<file path="src/rtl/data_router_pkg.sv">
// Shared types and defaults for the data-router row shift sequencer.
// Optional feature macro used by row_shift_sched: ROW_SHIFT_SCHED_OVERLAP_EN.
package data_router_pkg;

  // Default window depth, matching the shift-buffer depth.
  localparam int unsigned RowSchedStride = 2;
  // Default row-counter width; the tallest layer is 2**RowSchedRw - 1 rows.
  localparam int unsigned RowSchedRw     = 10;

  typedef enum logic [1:0] {
    IDLE = 2'd0,
    FILL = 2'd1,
    HOLD = 2'd2
  } row_sched_state_e;

endpackage

</file>
<file path="src/rtl/row_down_counter.sv">
// Loadable down-counter with a zero flag, used to track rows left in a layer.
// Decrements saturate at zero, so the count can never wrap.
module row_down_counter
  import data_router_pkg::*;
#(
  parameter int unsigned RW = RowSchedRw
) (
  input  logic          clk,
  input  logic          rst_n,
  input  logic          load,
  input  logic [RW-1:0] load_val,
  input  logic          dec,
  output logic [RW-1:0] count,
  output logic          zero
);

  logic [RW-1:0] count_q;

  // Load wins over decrement; a decrement at zero is dropped.
  always_ff @(posedge clk or negedge rst_n) begin
    if (!rst_n) begin
      count_q <= '0;
    end else if (load) begin
      count_q <= load_val;
    end else if (dec && !zero) begin
      count_q <= count_q - RW'(1);
    end
  end

  assign count = count_q;
  assign zero  = (count_q == '0);

endmodule

</file>
<file path="src/rtl/row_shift_sched.sv">
// Row shift-buffer sequencer: accepts rows from the line reader, strobes the
// shift buffer once per accepted row and presents a window to the PE array
// once STRIDE rows (or the layer remainder) are resident.
// Optional macro ROW_SHIFT_SCHED_OVERLAP_EN selects sliding-window mode, where
// only one new row is shifted in for each window after the first.
module row_shift_sched
  import data_router_pkg::*;
#(
  parameter int unsigned STRIDE = RowSchedStride,
  parameter int unsigned RW     = RowSchedRw,
  localparam int unsigned CW    = $clog2(STRIDE + 1)
) (
  input  logic          clk,
  input  logic          rst_n,
  input  logic          cfg_start,
  input  logic [RW-1:0] cfg_rows,
  input  logic          in_valid,
  output logic          in_ready,
  output logic          fifo_read,
  output logic          out_valid,
  input  logic          out_ready,
  output logic          out_last,
  output logic [CW-1:0] out_rows,
  output logic          busy,
  output logic          done
);

  localparam logic [CW-1:0] StrideCnt = CW'(STRIDE);

`ifdef ROW_SHIFT_SCHED_OVERLAP_EN
  // Keep STRIDE-1 rows resident so each later window needs one fresh row.
  localparam logic [CW-1:0] RefillCnt = CW'(STRIDE - 1);
`else
  localparam logic [CW-1:0] RefillCnt = '0;
`endif

  row_sched_state_e state_q;
  logic [CW-1:0]    fill_cnt_q;
  logic [CW-1:0]    fill_cnt_inc;
  logic             in_ready_q;
  logic             out_valid_q;
  logic             out_last_q;
  logic [CW-1:0]    out_rows_q;
  logic             busy_q;
  logic             done_q;

  logic [RW-1:0]    rows_left;
  logic             rows_zero;
  logic             rows_load;
  logic             last_row;

  // in_ready_q is only ever high in FILL, so in_valid is ignored elsewhere.
  assign fifo_read    = in_valid & in_ready_q;
  assign rows_load    = (state_q == IDLE) && cfg_start && (cfg_rows != '0);
  assign fill_cnt_inc = fill_cnt_q + CW'(1);
  // The row being accepted now is the final row of the layer.
  assign last_row     = (rows_left == RW'(1));

  row_down_counter #(
    .RW (RW)
  ) u_rows_left (
    .clk      (clk),
    .rst_n    (rst_n),
    .load     (rows_load),
    .load_val (cfg_rows),
    .dec      (fifo_read),
    .count    (rows_left),
    .zero     (rows_zero)
  );

  // Control FSM with all handshake/status outputs registered alongside state.
  always_ff @(posedge clk or negedge rst_n) begin
    if (!rst_n) begin
      state_q     <= IDLE;
      fill_cnt_q  <= '0;
      in_ready_q  <= 1'b0;
      out_valid_q <= 1'b0;
      out_last_q  <= 1'b0;
      out_rows_q  <= '0;
      busy_q      <= 1'b0;
      done_q      <= 1'b0;
    end else begin
      done_q <= 1'b0;
      case (state_q)
        IDLE: begin
          if (cfg_start) begin
            if (cfg_rows != '0) begin
              fill_cnt_q <= '0;
              in_ready_q <= 1'b1;
              busy_q     <= 1'b1;
              state_q    <= FILL;
            end else begin
              // Empty layer: acknowledge immediately without leaving IDLE.
              done_q <= 1'b1;
            end
          end
        end

        FILL: begin
          if (fifo_read) begin
            fill_cnt_q <= fill_cnt_inc;
            if ((fill_cnt_inc == StrideCnt) || last_row) begin
              in_ready_q  <= 1'b0;
              out_valid_q <= 1'b1;
              out_rows_q  <= fill_cnt_inc;
              out_last_q  <= last_row;
              state_q     <= HOLD;
            end
          end
        end

        HOLD: begin
          if (out_ready) begin
            out_valid_q <= 1'b0;
            out_last_q  <= 1'b0;
            out_rows_q  <= '0;
            if (rows_zero) begin
              fill_cnt_q <= '0;
              busy_q     <= 1'b0;
              done_q     <= 1'b1;
              state_q    <= IDLE;
            end else begin
              fill_cnt_q <= RefillCnt;
              in_ready_q <= 1'b1;
              state_q    <= FILL;
            end
          end
        end

        default: begin
          state_q <= IDLE;
        end
      endcase
    end
  end

  assign in_ready  = in_ready_q;
  assign out_valid = out_valid_q;
  assign out_last  = out_last_q;
  assign out_rows  = out_rows_q;
  assign busy      = busy_q;
  assign done      = done_q;

`ifndef SYNTHESIS
  // The buffer must stay frozen while a window is presented.
  a_no_shift_in_hold : assert property (
    @(posedge clk) disable iff (!rst_n) out_valid |-> !fifo_read);

  // A stalled window keeps its qualifiers until it is taken.
  a_window_stable : assert property (
    @(posedge clk) disable iff (!rst_n)
    (out_valid && !out_ready) |=> (out_valid && $stable(out_rows) && $stable(out_last)));

  // A presented window always carries 1..STRIDE fresh rows.
  a_rows_range : assert property (
    @(posedge clk) disable iff (!rst_n)
    out_valid |-> ((out_rows != '0) && (out_rows <= StrideCnt)));
`endif

endmodule

</file>
<file path="config.mk">
export PLATFORM = sky130hd
export DESIGN_NAME = row_shift_sched
export DESIGN_NICKNAME = d
export VERILOG_FILES = /design/src/rtl/data_router_pkg.sv /design/src/rtl/row_down_counter.sv /design/src/rtl/row_shift_sched.sv
export SDC_FILE = /design/constraint.sdc
export NUM_CORES = 1
export LEC_CHECK = 0
export CAP_MARGIN = 10
export CORE_MARGIN = 2
export CORE_UTILIZATION = 30
export DETAILED_ROUTE_END_ITERATION = 16
export MAX_ROUTING_LAYER = met4
export SLEW_MARGIN = 25
export SYNTH_ARGS = -nofsm -noshare
export SYNTH_HDL_FRONTEND = slang
export SYNTH_SLANG_ARGS = --single-unit
</file>
<file path="constraint.sdc">
create_clock -name clk -period 2 [get_ports clk]
set_clock_uncertainty 0.05 [all_clocks]
set_input_delay 0.4 -clock clk [delete_from_list [all_inputs] [get_ports clk]]
set_output_delay 0.4 -clock clk [all_outputs]
set_load 0.02 [all_outputs]
</file>
==> results of run 1 <==
## metrics by stage
step                worst slack, ns  hold slack [ns]  total power [mW]  cell area, sq um  cells
floorplan                     0.206           0.0544             0.514              1310    138
global placement             -0.145            0.415             0.583              1730    226
detailed placement           -0.122            0.421             0.587              1730    226
CTS                           0.126            0.444             0.866              1770    230
global route                 0.0379            0.457             0.907              1770    230
finish                        0.114            0.434             0.863              1770    230
## metal layers
layer  GRT usage [%]  vias up  part of all wire, %
met5               -        -                    0
met4            3.85        0                  1.7
met3            2.89        6                  4.8
met2            22.1       33                   44
met1            19.1      573                   49
li1                -      600                    -
## layout by cell type, fill, tap and decap left out, types with 6 or more instances in the layout
master	instances
buf_4	22
dfrtp_1	21
clkdlybuf4s50_1	21
nand2_1	14
inv_1	7
nor2_1	7
nand3_1	6
a31oi_1	6
o21ai_0	6
## cell type report
| type | instances | area, sq um |
|---|---|---|
| Clock inverter | 1 | 5.00 |
| Fill cell | 392 | 2310 |
| Timing Repair Buffer | 44 | 384 |
| Clock buffer | 3 | 41.3 |
| Multi-Input combinational cell | 104 | 727 |
| Sequential cell | 21 | 526 |
| Inverter | 7 | 26.3 |
| Tap cell | 50 | 62.6 |
## worst paths after layout
check                           cells past startpoint                          endpoint  slack, ns                              from
worst max register to register                      4  u_rows_left.count[2]$_DFFE_PN0P_       0.11  u_rows_left.count[8]$_DFFE_PN0P_
worst max-delay path                                4  u_rows_left.count[2]$_DFFE_PN0P_       0.11  u_rows_left.count[8]$_DFFE_PN0P_
worst min-delay path                                2                    done$_DFF_PN0_       0.43                             rst_n
min in group clk                                    1             out_valid$_DFFE_PN0P_       0.44             out_valid$_DFFE_PN0P_
max in group asynchronous                           2                  busy$_DFFE_PN0P_       1.24                             rst_n
worst min register to register                      1             out_valid$_DFFE_PN0P_       0.44             out_valid$_DFFE_PN0P_
## power by group through the flow
stage	clock network, mW	registers (mW)	logic [mW]
after floorplan	0	0.459	0.0551
after global placement	0	0.456	0.127
after detailed placement	0	0.457	0.130
after CTS	0.287	0.448	0.131
after global routing	0.313	0.450	0.144
final	0.285	0.448	0.130
## cell usage after synthesis (all sizes together) (3+ instances only)
cell type  number  area [sq um]
a21oi           4          20.0
a31oi           6          37.5
buf             3          15.0
clkbuf          3          11.3
dfrtp          21           526
ha              3          37.5
inv             7          26.3
nand2          14          52.6
nand3           6          30.0
nand4           3          18.8
nor2            7          26.3
nor2b           4          25.0
nor3            5          30.0
nor4            4          55.1
o21ai          11          58.8
o2bb2ai         4          35.0
or3             3          18.8
xnor2           3          26.3
## cell families after synthesis
family | share of synthesized area, %
adders and majority gates | 2.88
AOI/OAI and AO/OA | 22.0
xor gates and xnor gates | 3.36
and+or+nand+nor | 24.3
DFF | 40.3
buffers and inverters | 4.03
muxes | 3.26
## sequential cells by signal, indices dropped and copies added (netlist names)
name,flops
busy,1
done,1
fill_cnt_q,2
in_ready,1
out_last,1
out_rows,2
out_valid,1
state_q,2
u_rows_left.count,10
==> flow_summary_export.csv, run 1 <==
group,metric,value,unit
status,status,"finished, final reports clean",
yosys,ys_ff_latch,21,
global_routing,antenna_found_initial,0,
worst_setup_path,end_kind,"flop",
die,fp.coreArea,4090,sq um
yosys,synth_edf_count,0,
die,initial_core_util,31.9,%
pwr,power.share.combinational,15.1,%
global_routing,grt-ovfl-total,0,
detailed_routing,drtIter0Drc,80,
die,pin_count,23,
cts,cts_tree,"built",
sta,setup_viol,0,
yosys,synth_area,1310,sq um
yosys,synth_cells,138,
pwr,p_sw,0.225,mW
pwr,p_int,0.639,mW
global_routing,grt_max_degree,22,
cts,path_clk_slew,0.08,ns
global_routing,grt_util_all_layers,14.3,%
cts,cts_resized,1,
final_layout,final_util,43.4,%
worst_setup_path,crit_family,"simple AND/OR/NAND/NOR gates",
cts,clk_path_buf_depth,2,
job,max-cap-violations,0,
die,rows,23,
yosys,avgSynthCellArea,9.46,sq um
yosys,async_flop_share,100,%
worst_setup_path,critPathLaunchType,"flop",
sta,max_freq,0.530,GHz
detailed_routing,routed_wl,3.07,mm
sta,worstMarginPinSlew,0.398,ns
yosys,synth_ff_type,"dfrtp_1",
cts,cts_hold_buf,0,
cts,post_cts_buffers,0,
pwr,leakage,0.760,nW
cts,htree_levels,1,
final_layout,nNetsFinal,199,
sta,final.min_clock_period,1.89,ns
cts,root_buffer,"clkbuf_8",
pwr,switching_share,26.0,%
cts,clock_latency,0.26,ns
cts,cts-buffers-inserted,3,
detailed_routing,wl_per_cell,13.3,microns
worst_setup_path,slowest_delay,0.69,ns
final_layout,antennaDiodeCount,0,
worst_setup_path,cp_max_fo,6,
placed_design,place_hpwl,2.45,mm
detailed_routing,drt-vias-per-instance,5.27,
sta,hold_viol_final,0,
hold_path,min_path_type,"input pin to asynchronous set/reset pin",
final_layout,area_growth,35.8,%
global_routing,grt_pass1_vias,1230,
pwr,clkPwrFrac,33.0,%
sta,slew_viol_final,0,
worst_setup_path,critPathRequiredTime,2.10,ns
detailed_routing,antenna_left,0,
worst_setup_path,worstSetupPathType,"flop to flop",
placed_design,io_buffers,22,
sta,grt_setup_unrepaired,"no",
yosys,yosys_warnings,0,
yosys,yosysSeqAreaShare,40.3,%
die,fp.dieW,70.0,microns
final_layout,drive_above_1_share,20.0,%
die,dieArea,4890,sq um
pwr,vdd_drop_max,0.264,mV
worst_setup_path,crit_buf_inv,0,
pwr,seqPwrFrac,52.0,%
yosys,syn-num-nets,156,
sta,relSlewSlack,73.3,%
cts,clock-sinks,21,
worst_setup_path,path_cells,"or4_1 > o311ai_2 > o21ai_1 > mux2_2",
global_routing,grt_first_pass_wirelength,5.57,mm
sta,fin_crit_sh,94.3,%
placed_design,finalWeightedCongestion,0.935,
detailed_routing,drtPass1Iterations,4,
detailed_routing,vias,1212,
worst_setup_path,arrival,1.99,ns
worst_setup_path,slowest_stage,"or4_1",
detailed_routing,drc,0,
yosys,synth.distinct_cells,44,
pwr,power_density,487,nW/um^2
die,die_h,70.0,microns
sta,tns,0,ns
(Power assumes the default switching activity.)
==> inputs of run 2 (changes only) <==
Settings changed: CORE_UTILIZATION 30 to 52, PLACE_DENSITY set to 0.79, REMOVE_ABC_BUFFERS set to 1.
==> flow_summary_export.csv, run 2 (same netlist as run 1, synthesis figures left out) <==
group,metric,value,unit
status,status,"finished, final reports clean",
pwr,switching_share,26.9,%
cts,clock-sinks,21,
global_routing,grt_first_pass_wirelength,5.00,mm
die,pin_count,23,
placed_design,dp_slack,-0.0938,ns
detailed_routing,vias,1233,
final_layout,regArea,526,sq um
die,initial_core_util,53.7,%
die,fp.dieW,54.1,microns
final_layout,final_cells,208,
worst_setup_path,worstSetupPathType,"flop to flop",
worst_setup_path,rr_startpoint,"u_rows_left.count[8]$_DFFE_PN0P_",
final_layout,antennaDiodeCount,0,
hold_path,min_path_type,"input pin to asynchronous set/reset pin",
cts,clk_path_buf_depth,2,
cts,htree_levels,1,
sta,hold_viol_final,0,
final_layout,nNetsFinal,197,
final_layout,fillers,201,
sta,slew_viol_final,0,
sta,final.min_clock_period,1.85,ns
global_routing,grt.met2_usage,37.0,%
cts,cts-buffers-inserted,3,
pwr,seqPwrFrac,57.4,%
placed_design,io_buffers,22,
worst_setup_path,reg2reg_slack,0.15,ns
final_layout,area_growth,31.3,%
job,max-cap-violations,0,
pwr,clkPwrFrac,26.5,%
pwr,p_int,0.572,mW
global_routing,antenna_found_initial,0,
detailed_routing,drtPass1Iterations,4,
sta,fin_ws,0.146,ns
final_layout,drive_above_1_share,19.1,%
placed_design,place_inst,204,
pwr,leakage,0.742,nW
cts,cts_hold_buf,0,
worst_setup_path,end_kind,"flop",
sta,worstMarginPinSlew,0.500,ns
worst_setup_path,critPathRequiredTime,2.15,ns
placed_design,finalWeightedCongestion,0.920,
pwr,power_density,457,nW/um^2
global_routing,grt_max_degree,22,
cts,root_buffer,"clkbuf_4",
worst_setup_path,regToRegEndpoint,"u_rows_left.count[2]$_DFFE_PN0P_",
final_layout,mostFrequentLayoutCells,"dfrtp_1, clkdlybuf4s50_1, buf_4",
global_routing,use_met3,4.17,%
final_layout,final_util,70.4,%
worst_setup_path,arrival,2.01,ns
detailed_routing,routed_wl,3.02,mm
worst_setup_path,reg2reg_depth,4,
die,rows,18,
sta,relSlewSlack,66.5,%
pwr,p_sw,0.211,mW
pwr,power.share.combinational,16.1,%
sta,fin_crit_sh,92.7,%
global_routing,grt_pass1_vias,1115,
final_layout,multiInputGateArea,727,sq um
pwr,vdd_drop_max,0.420,mV
detailed_routing,wl_per_cell,14.5,microns
global_routing,grt_util_all_layers,24.6,%
sta,max_freq,0.539,GHz
worst_setup_path,cp_max_fo,6,
die,die_h,54.1,microns
global_routing,groute.layer.met1.usage,33.5,%
global_routing,busiest_layer,"met2",
detailed_routing,drt-vias-per-instance,5.93,
worst_setup_path,critPathLaunchType,"flop",
cts,cts_tree,"built",
die,fp.coreArea,2430,sq um
sta,setup_viol,0,
global_routing,grt-ovfl-total,0,
placed_design,place_hpwl,2.34,mm
final_layout,largest_register_ffs,10,
sta,grt_setup_unrepaired,"no",
detailed_routing,drtIter0Drc,38,
detailed_routing,drc,0,
cts,clock_latency,0.31,ns
detailed_routing,antenna_left,0,
cts,path_clk_slew,0.12,ns
die,dieArea,2930,sq um
-- run 2: repair_timing --
item / CTS / global route
resized for setup: 1 / 0
buffers inserted: 0 / 0
endpoints found under the setup margin: 1 / 0
-- run 2: power groups by stage --
stage | Combinational (mW) | Sequential, mW | Clock [mW]
floorplan | 0.0525 | 0.459 | 0
global placement | 0.122 | 0.456 | 0
detailed placement | 0.125 | 0.457 | 0
CTS | 0.126 | 0.449 | 0.212
global route | 0.138 | 0.451 | 0.226
finish | 0.126 | 0.449 | 0.208
-- run 2: worst max-delay path, cell delays in order (launching register included) --
cell	delay, ns
dfrtp_1	0.39
or4_1	0.69
o311ai_2	0.27
o21ai_1	0.09
mux2_2	0.26
-- run 2: how the worst max path moves through the flow --
| stage | from | end | slack (ns) |
|---|---|---|---|
| 4_1_cts | u_rows_left.count[8]$_DFFE_PN0P_ | out_rows[1]$_DFFE_PN0P_ | 0.14 |
| 3_5_place_dp | cfg_start | u_rows_left.count[2]$_DFFE_PN0P_ | -0.09 |
| 3_3_place_gp | in_valid | fifo_read | -0.09 |
| 2_1_floorplan | state_q[1]$_DFFE_PN0P_ | u_rows_left.count[2]$_DFFE_PN0P_ | -0.30 |
| 5_1_grt | u_rows_left.count[0]$_DFFE_PN0P_ | u_rows_left.count[1]$_DFFE_PN0P_ | 0.02 |
| 6_report | u_rows_left.count[8]$_DFFE_PN0P_ | u_rows_left.count[2]$_DFFE_PN0P_ | 0.15 |
-- run 2: per-layer routing --
| layer | vias up | wire length (microns) |
|---|---|---|
| met3 | 6 | 196 |
| met2 | 48 | 1440 |
| met1 | 586 | 1350 |
| met4 | 0 | 31 |
| li1 | 593 | - |
| met5 | - | 0 |
-- run 2: through the flow --
stage / power, mW / instance area (sq um) / hold WS, ns / setup TNS, ns
floorplan: 0.512 / 1280 / 0.0544 / -1.33
global placement: 0.578 / 1690 / 0.417 / -0.215
detailed placement: 0.582 / 1690 / 0.423 / -0.583
CTS: 0.787 / 1710 / 0.385 / 0
global route: 0.815 / 1710 / 0.409 / 0
finish: 0.782 / 1710 / 0.378 / 0
-- run 2: cell type report --
cell class                 count  area share (%)
clock buffer                   3            1.31
clock inverter                 1           0.292
inverter                       7            1.53
multi-input combinational    104            42.4
sequential                    21            30.7
tap                           30            2.19
timing repair buffer          42            21.5
==> inputs of run 3 (changes only) <==
Settings changed: GPL_TIMING_DRIVEN set to 0.
==> flow_summary_export.csv, run 3 (same netlist as run 1, synthesis figures left out) <==
group,metric,value,unit
status,status,"finished, final reports clean",
final_layout,mostFrequentLayoutCells,"dfrtp_1, clkdlybuf4s50_1, nand2_1",
sta,tns,0,ns
final_layout,largest_register_ffs,10,
final_layout,final_util,67.5,%
hold_path,holdPathStages,1,
worst_setup_path,regToRegEndpoint,"u_rows_left.count[2]$_DFFE_PN0P_",
cts,clk_path_buf_depth,2,
cts,cts_tree,"built",
cts,clock-sinks,21,
sta,max_freq,0.519,GHz
hold_path,min_path_type,"flop to flop",
worst_setup_path,endpoint,"u_rows_left.count[2]$_DFFE_PN0P_",
detailed_routing,top_layer,"met4",
global_routing,grt_util_all_layers,23.5,%
worst_setup_path,reg2reg_depth,3,
die,dieArea,2930,sq um
detailed_routing,antenna_left,0,
sta,setup_viol,0,
global_routing,antenna_found_initial,0,
pwr,leakage,0.659,nW
worst_setup_path,cp_max_fo,10,
final_layout,final_cells,192,
sta,fin_ws,0.0719,ns
detailed_routing,wl_met2,1.39,mm
detailed_routing,drtIter0Drc,36,
worst_setup_path,slowest_stage,"or3b_2",
final_layout,antennaDiodeCount,0,
sta,slew_viol_final,0,
worst_setup_path,critPathLaunchType,"input pin",
final_layout,design_area,1640,sq um
die,die_h,54.1,microns
detailed_routing,routed_wl,2.94,mm
detailed_routing,drtPass1Iterations,4,
worst_setup_path,rr_startpoint,"state_q[1]$_DFFE_PN0P_",
detailed_routing,met1Wirelength,1.37,mm
final_layout,drive_above_1_share,14.8,%
final_layout,nNetsFinal,181,
global_routing,grt_pass1_vias,1076,
placed_design,finalWeightedCongestion,0.879,
global_routing,grt_first_pass_wirelength,4.85,mm
worst_setup_path,arrival,2.09,ns
cts,htree_levels,1,
final_layout,area_growth,25.8,%
die,initial_core_util,53.7,%
detailed_routing,wl_per_cell,15.3,microns
worst_setup_path,worstSetupPathType,"input pin to flop",
worst_setup_path,reg2reg_slack,0.08,ns
placed_design,dp_slack,-0.583,ns
cts,root_buffer,"clkbuf_4",
worst_setup_path,crit_start,"cfg_start",
sta,worstMarginPinSlew,0.608,ns
worst_setup_path,critPathRequiredTime,2.16,ns
die,rows,18,
die,fp.coreArea,2430,sq um
pwr,vdd_drop_max,0.452,mV
cts,cts-buffers-inserted,3,
sta,relSlewSlack,58.9,%
sta,hold_viol_final,0,
cts,path_clk_slew,0.12,ns
placed_design,place_area,1540,sq um
die,pin_count,23,
sta,final.min_clock_period,1.93,ns
cts,clock_latency,0.31,ns
sta,grt_setup_unrepaired,"no",
worst_setup_path,slowest_delay,0.52,ns
global_routing,grt-ovfl-total,0,
die,fp.dieW,54.1,microns
placed_design,place_hpwl,2.03,mm
sta,fin_crit_sh,96.4,%
global_routing,grt_max_degree,22,
detailed_routing,vias,1175,
job,max-cap-violations,0,
worst_setup_path,path_cells,"clkdlybuf4s50_1 > or3b_2 > a31oi_4 > mux2_2",
pwr,power_density,473,nW/um^2
detailed_routing,dr_wl_met3,143,microns
placed_design,io_buffers,22,
worst_setup_path,end_kind,"flop",
detailed_routing,drc,0,
placed_design,place_inst,184,
detailed_routing,drt-vias-per-instance,6.12,
## run 3: where the power goes
part,internal [mW],total (mW),switching [mW]
Combinational,0.0536,0.117,0.0632
Sequential,0.436,0.454,0.0179
Clock,0.0748,0.206,0.132
Total,0.564,0.777,0.213
## run 3: how the worst min path moves through the flow
stage	start	slack [ns]	end
2_1_floorplan	rst_n	0.05	busy$_DFFE_PN0P_
3_3_place_gp	out_valid$_DFFE_PN0P_	0.42	out_valid$_DFFE_PN0P_
6_report	out_valid$_DFFE_PN0P_	0.46	out_valid$_DFFE_PN0P_
4_1_cts	out_valid$_DFFE_PN0P_	0.45	out_valid$_DFFE_PN0P_
5_1_grt	out_valid$_DFFE_PN0P_	0.47	out_valid$_DFFE_PN0P_
3_5_place_dp	out_valid$_DFFE_PN0P_	0.42	out_valid$_DFFE_PN0P_
## run 3: critical path: cells and delay by family
family          cells  cell delay [ns]
mux                 1             0.37
buf+inv             1             0.47
simple gates        1             0.52
compound gates      1             0.33
## run 3: stage by stage
step / hold slack (ns) / total power [mW]
final: 0.455 / 0.777
after global routing: 0.474 / 0.816
after CTS: 0.452 / 0.778
after detailed placement: 0.420 / 0.567
after global placement: 0.417 / 0.564
after floorplan: 0.0544 / 0.512
## run 3: area by class of cell
| class | instances | area, sq um |
|---|---|---|
| flip-flops and latches | 21 | 527 |
| clock buffers | 3 | 22.5 |
| clock inverters | 1 | 5.00 |
| well taps | 30 | 37.5 |
| inverters | 7 | 26.3 |
| fillers | 201 | 791 |
| multi-input cells | 105 | 788 |
| repair buffers | 25 | 235 |
## run 3: per-layer routing
| layer | vias to the layer above | track usage (%) |
|---|---|---|
| met5 | - | - |
| li1 | 568 | - |
| met4 | 0 | 9.17 |
| met1 | 563 | 32.2 |
| met3 | 5 | 2.50 |
| met2 | 39 | 35.6 |
## run 3: timing repair
| action | in CTS | in global routing |
|---|---|---|
| endpoints found under the setup margin | 12 | 13 |
| gates resized for setup | 5 | 5 |
| endpoints found under the hold margin | 0 | 8 |
| hold buffers | 0 | 1 |
| buffers inserted | 0 | 2 |
| gates cloned | 1 | 0 |
